--- config.mk ---
export PLATFORM = sky130hd
export DESIGN_NAME = uart_rx_in_flat
export DESIGN_NICKNAME = d
export VERILOG_FILES = /design/src/rtl/control_rx_in_pkg.sv /design/src/rtl/uart_rx_in_pkg.sv /design/src/rtl/uart_rx_in_if.sv /design/src/rtl/uart_rx_in_sync.sv /design/src/rtl/uart_rx_in.sv /design/src/flat_wrapper.sv
export SDC_FILE = /design/constraint.sdc
export NUM_CORES = 1
export LEC_CHECK = 0
export ABC_AREA = 0
export ABC_CLOCK_PERIOD_IN_PS = 2300
export BUFFER_PORTS_ARGS = -buffer_cell sky130_fd_sc_hd__buf_2
export CAP_MARGIN = 10
export CORE_AREA = 3 3 66 68
export CTS_CLUSTER_SIZE = 30
export DETAILED_ROUTE_END_ITERATION = 6
export DIE_AREA = 0 0 69 71
export PLACE_DENSITY = 0.67
export SLEW_MARGIN = 20
export SYNTH_ARGS = -nofsm -noshare
export SYNTH_HDL_FRONTEND = slang
export SYNTH_SLANG_ARGS = --single-unit
export TNS_END_PERCENT = 30
--- constraint.sdc ---
create_clock -name clk -period 2.3 [get_ports clk]
set_input_delay 0.345 -clock clk [delete_from_list [all_inputs] [get_ports clk]]
set_output_delay 0.345 -clock clk [all_outputs]
set_load 0.01 [all_outputs]
--- src/rtl/control_rx_in_pkg.sv ---
// -----------------------------------------------------------------------------
// ControlRx_in -- shared receive-path data types.
//
// Purpose : common scalar/byte types used by the receive-side blocks so that
//           every module agrees on the width of a received character.
// Contents: DataIn_t (one received byte), One_t (single control bit).
// -----------------------------------------------------------------------------
package ControlRx_in;

   typedef logic [7:0] DataIn_t;
   typedef logic       One_t;

endpackage : ControlRx_in

--- src/rtl/uart_rx_in_pkg.sv ---
// -----------------------------------------------------------------------------
// UartRx_pkg -- types and constants for the uart_rx_in receiver.
//
// Purpose : receiver FSM state encoding, baud counter width and the default
//           divider for a 50 MHz clock at 115200 baud.
// Config  : UART_RX_PARITY_EN adds the PARITY state to the state encoding.
// -----------------------------------------------------------------------------
package UartRx_pkg;

   import ControlRx_in::*;

   // Baud counter width; wide enough for any divider up to 65535.
   localparam int CNT_W            = 16;
   // 50 MHz / 115200 baud.
   localparam int BAUD_DIV_DEFAULT = 434;

   typedef logic [CNT_W-1:0] BaudCnt_t;

   // Encodings are fixed so the debug state value is stable between builds
   // with and without parity.
   typedef enum logic [2:0] {
      IDLE   = 3'd0,
      START  = 3'd1,
      DATA   = 3'd2,
`ifdef UART_RX_PARITY_EN
      PARITY = 3'd3,
`endif
      STOP   = 3'd4
   } UartRxState_t;

   // Even parity: the transmitted parity bit makes the total count of ones
   // (data plus parity) even, so the expected bit is the XOR of the data.
   function automatic One_t even_parity(input DataIn_t d);
      return ^d;
   endfunction

endpackage : UartRx_pkg

--- src/rtl/uart_rx_in_if.sv ---
// -----------------------------------------------------------------------------
// uart_rx_in_if -- serial line and received-byte signals of the receiver.
//
// Handshake: there is no back-pressure. DataReady_Rx is a single-cycle strobe
// meaning "DataRecive_Rx now holds a new valid byte"; the consumer must take
// it in that cycle. FrameError / ParityError are single-cycle strobes that
// report a rejected frame. DataRecive_Rx is stable between strobes.
//
// Signals:
//   SerialIn       UART line into the receiver (idle high, asynchronous)
//   DataReady_Rx   one-cycle pulse, new byte available
//   DataRecive_Rx  last valid received byte
//   FrameError     one-cycle pulse, stop bit sampled low
//   ParityError    one-cycle pulse, parity mismatch (0 without parity build)
//
// Modports: slave = the receiver, master = the line driver / byte consumer.
// -----------------------------------------------------------------------------
interface uart_rx_in_if;

   import ControlRx_in::*;

   One_t    SerialIn;
   One_t    DataReady_Rx;
   DataIn_t DataRecive_Rx;
   One_t    FrameError;
   One_t    ParityError;

   modport slave (
      input  SerialIn,
      output DataReady_Rx,
      output DataRecive_Rx,
      output FrameError,
      output ParityError
   );

   modport master (
      output SerialIn,
      input  DataReady_Rx,
      input  DataRecive_Rx,
      input  FrameError,
      input  ParityError
   );

endinterface : uart_rx_in_if

--- src/rtl/uart_rx_in_sync.sv ---
// -----------------------------------------------------------------------------
// uart_rx_sync -- two-flop synchronizer for the asynchronous UART line.
//
// Ports:
//   clk    system clock
//   reset  synchronous active-high reset; both flops go to 1 (idle line)
//   d      asynchronous input
//   q      synchronized output, two clock cycles of latency
// -----------------------------------------------------------------------------
module uart_rx_sync (
   input  logic clk,
   input  logic reset,
   input  logic d,
   output logic q
);

   logic meta;

   // Reset to 1 so a reset never looks like a falling edge on the line.
   always_ff @(posedge clk) begin
      if (reset) begin
         meta <= 1'b1;
         q    <= 1'b1;
      end else begin
         meta <= d;
         q    <= meta;
      end
   end

endmodule : uart_rx_sync

--- src/rtl/uart_rx_in.sv ---
// -----------------------------------------------------------------------------
// uart_rx_in -- UART receiver, 8 data bits LSB first, one stop bit.
//
// Purpose : oversamples the line with a BAUD_DIV-cycle baud counter, samples
//           each bit at its middle, and presents each good byte with a
//           one-cycle DataReady_Rx strobe. Bad frames produce FrameError /
//           ParityError strobes and leave the output byte untouched.
// Config  : define UART_RX_PARITY_EN for 8E1 framing (even parity bit after
//           bit 7). Default build is 8N1 with ParityError tied low.
// Params  : BAUD_DIV  clock cycles per serial bit (8..65535)
// Ports   :
//   clk        system clock, rising edge
//   reset      synchronous active-high reset
//   rx         uart_rx_in_if.slave (SerialIn in; byte and strobes out)
//   state_dbg  current receiver state, for observation only
// -----------------------------------------------------------------------------
module uart_rx_in
   import ControlRx_in::*;
   import UartRx_pkg::*;
#(
   parameter int BAUD_DIV = BAUD_DIV_DEFAULT
) (
   input  logic         clk,
   input  logic         reset,
   uart_rx_in_if.slave  rx,
   output UartRxState_t state_dbg
);

   // Compare points of the baud counter: half a bit for the start-bit
   // qualification, a full bit for every later sample.
   localparam BaudCnt_t MID_CNT  = BaudCnt_t'(BAUD_DIV / 2 - 1);
   localparam BaudCnt_t LAST_CNT = BaudCnt_t'(BAUD_DIV - 1);

   One_t rx_s;

   UartRxState_t state_q, state_n;
   BaudCnt_t     cnt_q,   cnt_n;
   logic [2:0]   bit_q,   bit_n;
   DataIn_t      shift_q, shift_n;
   DataIn_t      data_q,  data_n;
   One_t         ready_q, ready_n;
   One_t         ferr_q,  ferr_n;
`ifdef UART_RX_PARITY_EN
   One_t         perr_q,    perr_n;
   One_t         par_bad_q, par_bad_n;
`endif

   uart_rx_sync u_sync (
      .clk   (clk),
      .reset (reset),
      .d     (rx.SerialIn),
      .q     (rx_s)
   );

   // ------------------------------------------------------------------
   // State and datapath registers
   // ------------------------------------------------------------------
   always_ff @(posedge clk) begin
      if (reset) begin
         state_q   <= IDLE;
         cnt_q     <= '0;
         bit_q     <= '0;
         shift_q   <= '0;
         data_q    <= '0;
         ready_q   <= 1'b0;
         ferr_q    <= 1'b0;
`ifdef UART_RX_PARITY_EN
         perr_q    <= 1'b0;
         par_bad_q <= 1'b0;
`endif
      end else begin
         state_q   <= state_n;
         cnt_q     <= cnt_n;
         bit_q     <= bit_n;
         shift_q   <= shift_n;
         data_q    <= data_n;
         ready_q   <= ready_n;
         ferr_q    <= ferr_n;
`ifdef UART_RX_PARITY_EN
         perr_q    <= perr_n;
         par_bad_q <= par_bad_n;
`endif
      end
   end

   // ------------------------------------------------------------------
   // Next-state and output logic
   // ------------------------------------------------------------------
   always_comb begin
      state_n   = state_q;
      cnt_n     = cnt_q;
      bit_n     = bit_q;
      shift_n   = shift_q;
      data_n    = data_q;
      ready_n   = 1'b0;
      ferr_n    = 1'b0;
`ifdef UART_RX_PARITY_EN
      perr_n    = 1'b0;
      par_bad_n = par_bad_q;
`endif

      unique case (state_q)
         IDLE: begin
            // Counter is held at zero so START measures from the edge.
            cnt_n = '0;
            if (!rx_s) begin
               state_n = START;
`ifdef UART_RX_PARITY_EN
               par_bad_n = 1'b0;
`endif
            end
         end

         START: begin
            if (cnt_q == MID_CNT) begin
               // Line back high by mid start bit means it was a glitch.
               cnt_n   = '0;
               bit_n   = '0;
               state_n = rx_s ? IDLE : DATA;
            end else begin
               cnt_n = cnt_q + BaudCnt_t'(1);
            end
         end

         DATA: begin
            if (cnt_q == LAST_CNT) begin
               cnt_n   = '0;
               shift_n = {rx_s, shift_q[7:1]};
               if (bit_q == 3'd7) begin
`ifdef UART_RX_PARITY_EN
                  state_n = PARITY;
`else
                  state_n = STOP;
`endif
               end else begin
                  bit_n = bit_q + 3'd1;
               end
            end else begin
               cnt_n = cnt_q + BaudCnt_t'(1);
            end
         end

`ifdef UART_RX_PARITY_EN
         PARITY: begin
            if (cnt_q == LAST_CNT) begin
               cnt_n     = '0;
               par_bad_n = (rx_s != even_parity(shift_q));
               state_n   = STOP;
            end else begin
               cnt_n = cnt_q + BaudCnt_t'(1);
            end
         end
`endif

         STOP: begin
            if (cnt_q == LAST_CNT) begin
               // Leave at mid stop bit so a back-to-back start edge is seen.
               cnt_n   = '0;
               state_n = IDLE;
               if (rx_s) begin
`ifdef UART_RX_PARITY_EN
                  if (!par_bad_q) begin
                     data_n  = shift_q;
                     ready_n = 1'b1;
                  end
`else
                  data_n  = shift_q;
                  ready_n = 1'b1;
`endif
               end else begin
                  ferr_n = 1'b1;
               end
`ifdef UART_RX_PARITY_EN
               perr_n = par_bad_q;
`endif
            end else begin
               cnt_n = cnt_q + BaudCnt_t'(1);
            end
         end

         default: begin
            state_n = IDLE;
            cnt_n   = '0;
         end
      endcase
   end

   // ------------------------------------------------------------------
   // Outputs
   // ------------------------------------------------------------------
   assign rx.DataReady_Rx  = ready_q;
   assign rx.DataRecive_Rx = data_q;
   assign rx.FrameError    = ferr_q;
`ifdef UART_RX_PARITY_EN
   assign rx.ParityError   = perr_q;
`else
   assign rx.ParityError   = 1'b0;
`endif
   assign state_dbg        = state_q;

endmodule : uart_rx_in

--- src/flat_wrapper.sv ---
// flat-port wrapper written by rule: the top's interface ports become plain ports
module uart_rx_in_flat import ControlRx_in::*; import UartRx_pkg::*;
#(
   parameter int BAUD_DIV = BAUD_DIV_DEFAULT
)
  (clk, reset, state_dbg, rx_SerialIn, rx_DataReady_Rx, rx_DataRecive_Rx, rx_FrameError, rx_ParityError);
  uart_rx_in_if rx_i ();
  input  logic clk;
  input  logic reset;
  output UartRxState_t state_dbg;
  input wire logic [$bits(rx_i.SerialIn)-1:0] rx_SerialIn;
  output wire logic [$bits(rx_i.DataReady_Rx)-1:0] rx_DataReady_Rx;
  output wire logic [$bits(rx_i.DataRecive_Rx)-1:0] rx_DataRecive_Rx;
  output wire logic [$bits(rx_i.FrameError)-1:0] rx_FrameError;
  output wire logic [$bits(rx_i.ParityError)-1:0] rx_ParityError;
  assign rx_i.SerialIn = rx_SerialIn;
  assign rx_DataReady_Rx = rx_i.DataReady_Rx;
  assign rx_DataRecive_Rx = rx_i.DataRecive_Rx;
  assign rx_FrameError = rx_i.FrameError;
  assign rx_ParityError = rx_i.ParityError;
  uart_rx_in #(.BAUD_DIV(BAUD_DIV)) u_core (.clk(clk), .reset(reset), .rx(rx_i), .state_dbg(state_dbg));
endmodule
; ---- Yosys cells after proc, flatten, opt, wreduce, memory -nomap -nowiden
; Index checks and enable logic that the tools add are counted.
[word_totals]
register_bits = 42
inputBits = 3
output_inout_bits = 14
elab_cells = 49
[classes]
addsub = 2
n_eq_ne = 12
n_mux = 16
n_bitwise = 2
n_reduce_logical = 8
[ops]
columns = operator, count
row1 = 16-bit 2-to-1 mux, 2
row2 = 16-bit one-hot mux with 2 select lines, 1
row3 = 3-bit 2-to-1 mux, 8
row4 = "16-bit by 1-bit adder with 16-bit output, second input constant", 1
row5 = "16-bit by 8-bit equality test with 1-bit output, second input constant", 1
row6 = "16-bit by 9-bit equality test with 1-bit output, second input constant", 1
row7 = 3-bit one-hot mux with 4 select lines, 1
row8 = "2-bit by 1-bit inequality test with 1-bit output, second input constant", 4
row9 = "3-bit equality test, second input constant", 2
row10 = 3-bit one-hot mux with 2 select lines, 1
row11 = 5-bit AND reduction, 1
row12 = "2-bit inequality test, second input constant", 2
row13 = 4-bit AND reduction, 1
row14 = "3-bit by 1-bit adder with 3-bit output, second input constant", 1
row15 = "3-bit by 1-bit equality test with 1-bit output, second input constant", 1
row16 = "3-bit by 2-bit equality test with 1-bit output, second input constant", 1
row17 = 3-bit zero test, 1
row18 = 3-bit AND reduction, 1
row19 = 3-bit OR reduction, 1
row20 = 1-bit 2-to-1 mux, 2
row21 = 2-bit 2-to-1 mux, 1
row22 = 1-bit inverter, 2
row23 = 2-bit AND reduction, 1
row24 = 2-bit nonzero test, 1
row25 = 2-bit OR reduction, 1

; ---- Logic depth before layout (Yosys ltp)
[depth]
depth_word = 4
ltp_mapped = 8
ltp_nobuf = 7

; ---- Cells and area by module
; From an unflattened synthesis, not the netlist that was laid out.
[hier_totals]
hier_cells = 214
area_unflattened_um2 = 1915.6
[by_module_without_submodules]
columns = mod, n_inst, cells_each, area_each_um2, seq_area_each_um2
row1 = uart_rx_in, 1, 210, 1863.0, 800.8
row2 = uart_rx_sync, 1, 4, 52.6, 40.0

; ---- Worst setup path before layout
; OpenSTA, ideal clock, no wires.
[synth_path]
path_kind = register -> register
startpoint = register u_core.bit_q[0]
endpoint = register u_core.bit_q[0]
setup_ns = 0.071
arrival_ns = 1.964
t_required_ns = 2.229
path_slack_ns = 0.265
stages_incl_launch_ff = 8
path_buffers = 0
synth_period_minus_slack_ns = 2.035
path_cell_list = dfxtp_1 > ha_1 > ha_1 > or3b_2 > a21oi_1 > nand4_1 > or4_1 > a21oi_1
[synth_via]
elab_chain_len = 4
elab_cells_between_ends = 7
cone_classes = add/sub: 1 / eq/ne: 2 / mux: 3 / reduce/logical: 1
[synth_lines]
columns = element, line_no
row1 = start: declaration, uart_rx_in.sv:38  ; logic [2:0] bit_q, bit_n;
row2 = start signal: assignment, uart_rx_in.sv:74  ; bit_q <= bit_n;
row3 = 3-bit by 1-bit adder with 3-bit output, uart_rx_in.sv:136  ; bit_n = bit_q + 3'd1;
row4 = 3-bit 2-to-1 mux, uart_rx_in.sv:129  ; if (bit_q == 3'd7) begin
row5 = 3-bit 2-to-1 mux, uart_rx_in.sv:126  ; if (cnt_q == LAST_CNT) begin
row6 = 3-bit one-hot mux with 2 select lines, uart_rx_in.sv:102  ; unique case (state_q)
; Several ways; a longest one is shown, not always the timed one. The select of a mux whose other input is x is not followed.
; A chain may end at the register's enable or synchronous reset.

; ---- Final worst setup path
[layout_path]
startpoint = register u_core.cnt_q[1]
endpoint = register u_core.data_q[4] (netlist: u_core.rx.DataRecive_Rx[4])
[layout_via]
elab_chain_len = 2
[layout_lines]
columns = element, line_no
row1 = start: declaration, uart_rx_in.sv:37  ; BaudCnt_t cnt_q, cnt_n;
row2 = start signal: assignment, uart_rx_in.sv:73  ; cnt_q <= cnt_n;
row3 = 16-bit by 9-bit equality test with 1-bit output, uart_rx_in.sv:156  ; if (cnt_q == LAST_CNT) begin
row4 = 3-bit AND reduction (no source line), -
row5 = end signal: assignment, uart_rx_in.sv:76  ; data_q <= data_n;
row6 = end: declaration, uart_rx_in.sv:40  ; DataIn_t data_q, data_n;
; No other way between the ends.

==> flow_summary.toml <==
[run_status]
status = "complete, no violations"

[pwr]
leakage_nw = 0.845
vdd_drop_max_mv = 0.351
powerDensity_nw_per_um2 = 589

[global_routing]
grt_use_met1 = 0.195
grt_use_met3 = 0.0455
track_usage = 0.152
antenna_found_initial = 0
grt_pass1_wl_um = 6090
grtUsageMet2 = 0.232
grt_overflow = 0
grt_max_degree = 28
grt_pass1_vias = 1386
grt.busiest_layer = "met2"

[routing]
drc = 0
avgRoutedWirePerCell_um = 11.7
drt.antenna.violating_nets = 0
viasPerCell = 5.13
routed_wl_um = 3380
dr.pass1.iters = 4
drt_iter0_markers = 53
vias = 1484

[critical_path]
cp_max_fo = 8
r2r-start = "u_core.cnt_q[1]"
cp.arrival_ns = 2.28
timing.rr.end = "u_core.rx.DataRecive_Rx[4]"
critPathKind = "reg -> reg"
reg2reg_depth = 8
rrSetupSlack_ns = 0.19
start_kind = "flip-flop"
cp.required_ns = 2.48
cp-end-kind = "flip-flop"

[cts]
cts_buffers = 5
clkSinkCount = 42
worstSkewPairLatency_ns = 0.30
htree_levels = 2
ctsResizeCount = 0
post_cts_buffers = 0
cts.clk_slew.worst_paths_ns = 0.08
cts_tree = "yes"
root_buffer = "clkbuf_8"
clk_path_buf_depth = 2
ctsHoldBuffers = 0

[synth]
synth.avg_cell_area_um2 = 8.71
async_flop_share = 0
syn_area_um2 = 1870
synth_edf_count = 0
synth_area_leaders = "dfxtp_1 (45%), nor2_1 (6.6%), nand2_1 (6.4%), mux2i_1 (4.8%), a21oi_1 (4.3%)"
yosysTopAreaCell = "dfxtp_1"
seq_area_frac_synth = 0.449
synth_seq_cells = 42
netlist_instances = 215
yosysWarnings = 0
synthDistinctLibCells = 35
synth.net_count = 223
synth_top_area_frac = 0.449
synth_ff_type = "dfxtp_1"

[sta]
max_freq_mhz = 474
period_minus_slack_ns = 2.11
rsz0062_at_grt = "no"
hold_viol = 0
post-route-period-util = 0.916
setup_slack_ns = 0.192
timing.setup.tns_ns = 0
slew_viol_final = 0
finalSetupViolCount = 0
fin_skew_ns = 0.00828

[die]
ios = 17
core.rowCount = 23
die_x_um = 69
core_um2 = 3910
die_h_um = 71
die-area_um2 = 4900
start_util = 0.478

[placement]
place_congestion = 0.797
place_hpwl_um = 2320
place.port_buffers = 15
pre_cts_ws_ns = 0.103

[worst_hold_path]
hp-class = "in -> reg"
min_to = "u_core.u_sync.meta"
min_delay_path_depth = 2
min-delay-start = "rx_SerialIn"

[final_layout]
area_growth_pct = 13.6
layout_commonest_cell = "dfxtp_1"
final_cell_mix = "dfxtp_1 (42), nor2_1 (33), nand2_1 (32)"
layout-drive-gt1-share = 0.180
num-nets-final = 246
antennaDiodeCount = 0

[flow_run]
max-cap-violations = 0
==> layout make-up <==
| class | instances | area [um2] |
|---|---|---|
| fillers | 374 | 1790 |
| multi-input cells | 155 | 942 |
| flip-flops and latches | 42 | 841 |
| repair buffers | 26 | 158 |
| clock buffers | 5 | 68.8 |
| well taps | 50 | 62.6 |
| inverters | 8 | 30.0 |
| clock inverters | 3 | 25.0 |
==> through the flow <==
| stage | hold slack (ns) | instances | util | instance area [um2] | total power [mW] |
|---|---|---|---|---|---|
| 2_1_floorplan | 0.389 | 215 | - | 1870 | 0.775 |
| 3_3_place_gp | 0.394 | 278 | 0.514 | 2010 | 0.781 |
| 3_5_place_dp | 0.398 | 278 | 0.514 | 2010 | 0.780 |
| 4_1_cts | 0.211 | 286 | 0.538 | 2100 | 1.27 |
| 5_1_grt | 0.221 | 289 | 0.543 | 2130 | 1.31 |
| 6_report | 0.224 | 289 | 0.543 | 2130 | 1.25 |
==> per-layer routing <==
| metal | share of wire | vias to the layer above |
|---|---|---|
| met5 | 0 | - |
| met2 | 0.43 | 23 |
| met3 | 0.037 | 6 |
| met4 | 0.023 | 0 |
| met1 | 0.51 | 683 |
| li1 | - | 772 |
==> synthesized netlist by cell type, types with 2 or more instances <==
cell type	n
nand2b_1	2
nand2_1	32
nor4_1	6
nand3_1	6
nor2_1	33
inv_1	8
clkbuf_1	5
dfxtp_1	42
buf_6	2
mux2i_1	9
xnor2_1	7
buf_2	2
nand4_1	6
nor3_1	3
xor2_1	7
a21oi_1	16
ha_1	5
or2_2	4
or4_1	4
==> cells by family (layout without fill, tap and decap cells) <==
family	after synthesis	after routing	share of synthesized area
AND/OR/NAND/NOR	103	103	0.272
adder cells (fa/ha/maj)	5	5	0.0334
AO/OA/AOI/OAI	23	23	0.0822
XOR/XNOR	14	14	0.0655
buffers and inverters	18	42	0.0475
multiplexers	9	9	0.0481
flip-flops	42	42	0.449
other	1	1	0.00200
==> flip-flops by register name, summed over array words and instances (netlist names) <==
name	flops
u_core.cnt_q	16
u_core.rx.DataRecive_Rx	8
u_core.shift_q	8
u_core.bit_q	3
u_core.state_dbg	3
u_core.rx.DataReady_Rx	1
u_core.rx.FrameError	1
u_core.u_sync.meta	1
u_core.u_sync.q	1
==> where the power goes <==
part	leakage [nW]	switching [mW]	internal [mW]	total, mW
Sequential	0.339	0.00344	0.729	0.733
Clock	0.0447	0.271	0.219	0.489
Combinational	0.461	0.0191	0.0116	0.0308
Total	0.845	0.293	0.960	1.25
==> critical path, stage by stage, from the launching register on <==
cell and delay, ns:
dfxtp_1 0.33, inv_1 0.08, ha_1 0.20, nand4bb_4 0.12, or4_1 0.46, or4_1 0.40, buf_4 0.20, mux2i_1 0.15
nor2_1 0.05
==> how the worst max path moves through the flow <==
stage | start | to | slack [ns] | depth (start not counted)
after floorplan | u_core.bit_q[0] | u_core.bit_q[0] | 0.27 | 7
after global placement | u_core.bit_q[0] | u_core.bit_q[0] | 0.17 | 7
after detailed placement | u_core.bit_q[0] | u_core.bit_q[0] | 0.10 | 7
after CTS | u_core.bit_q[0] | u_core.bit_q[0] | 0.07 | 7
after global routing | u_core.bit_q[0] | u_core.bit_q[2] | 0.03 | 8
final | u_core.cnt_q[1] | u_core.rx.DataRecive_Rx[4] | 0.19 | 8
(Power assumes the default switching activity.)
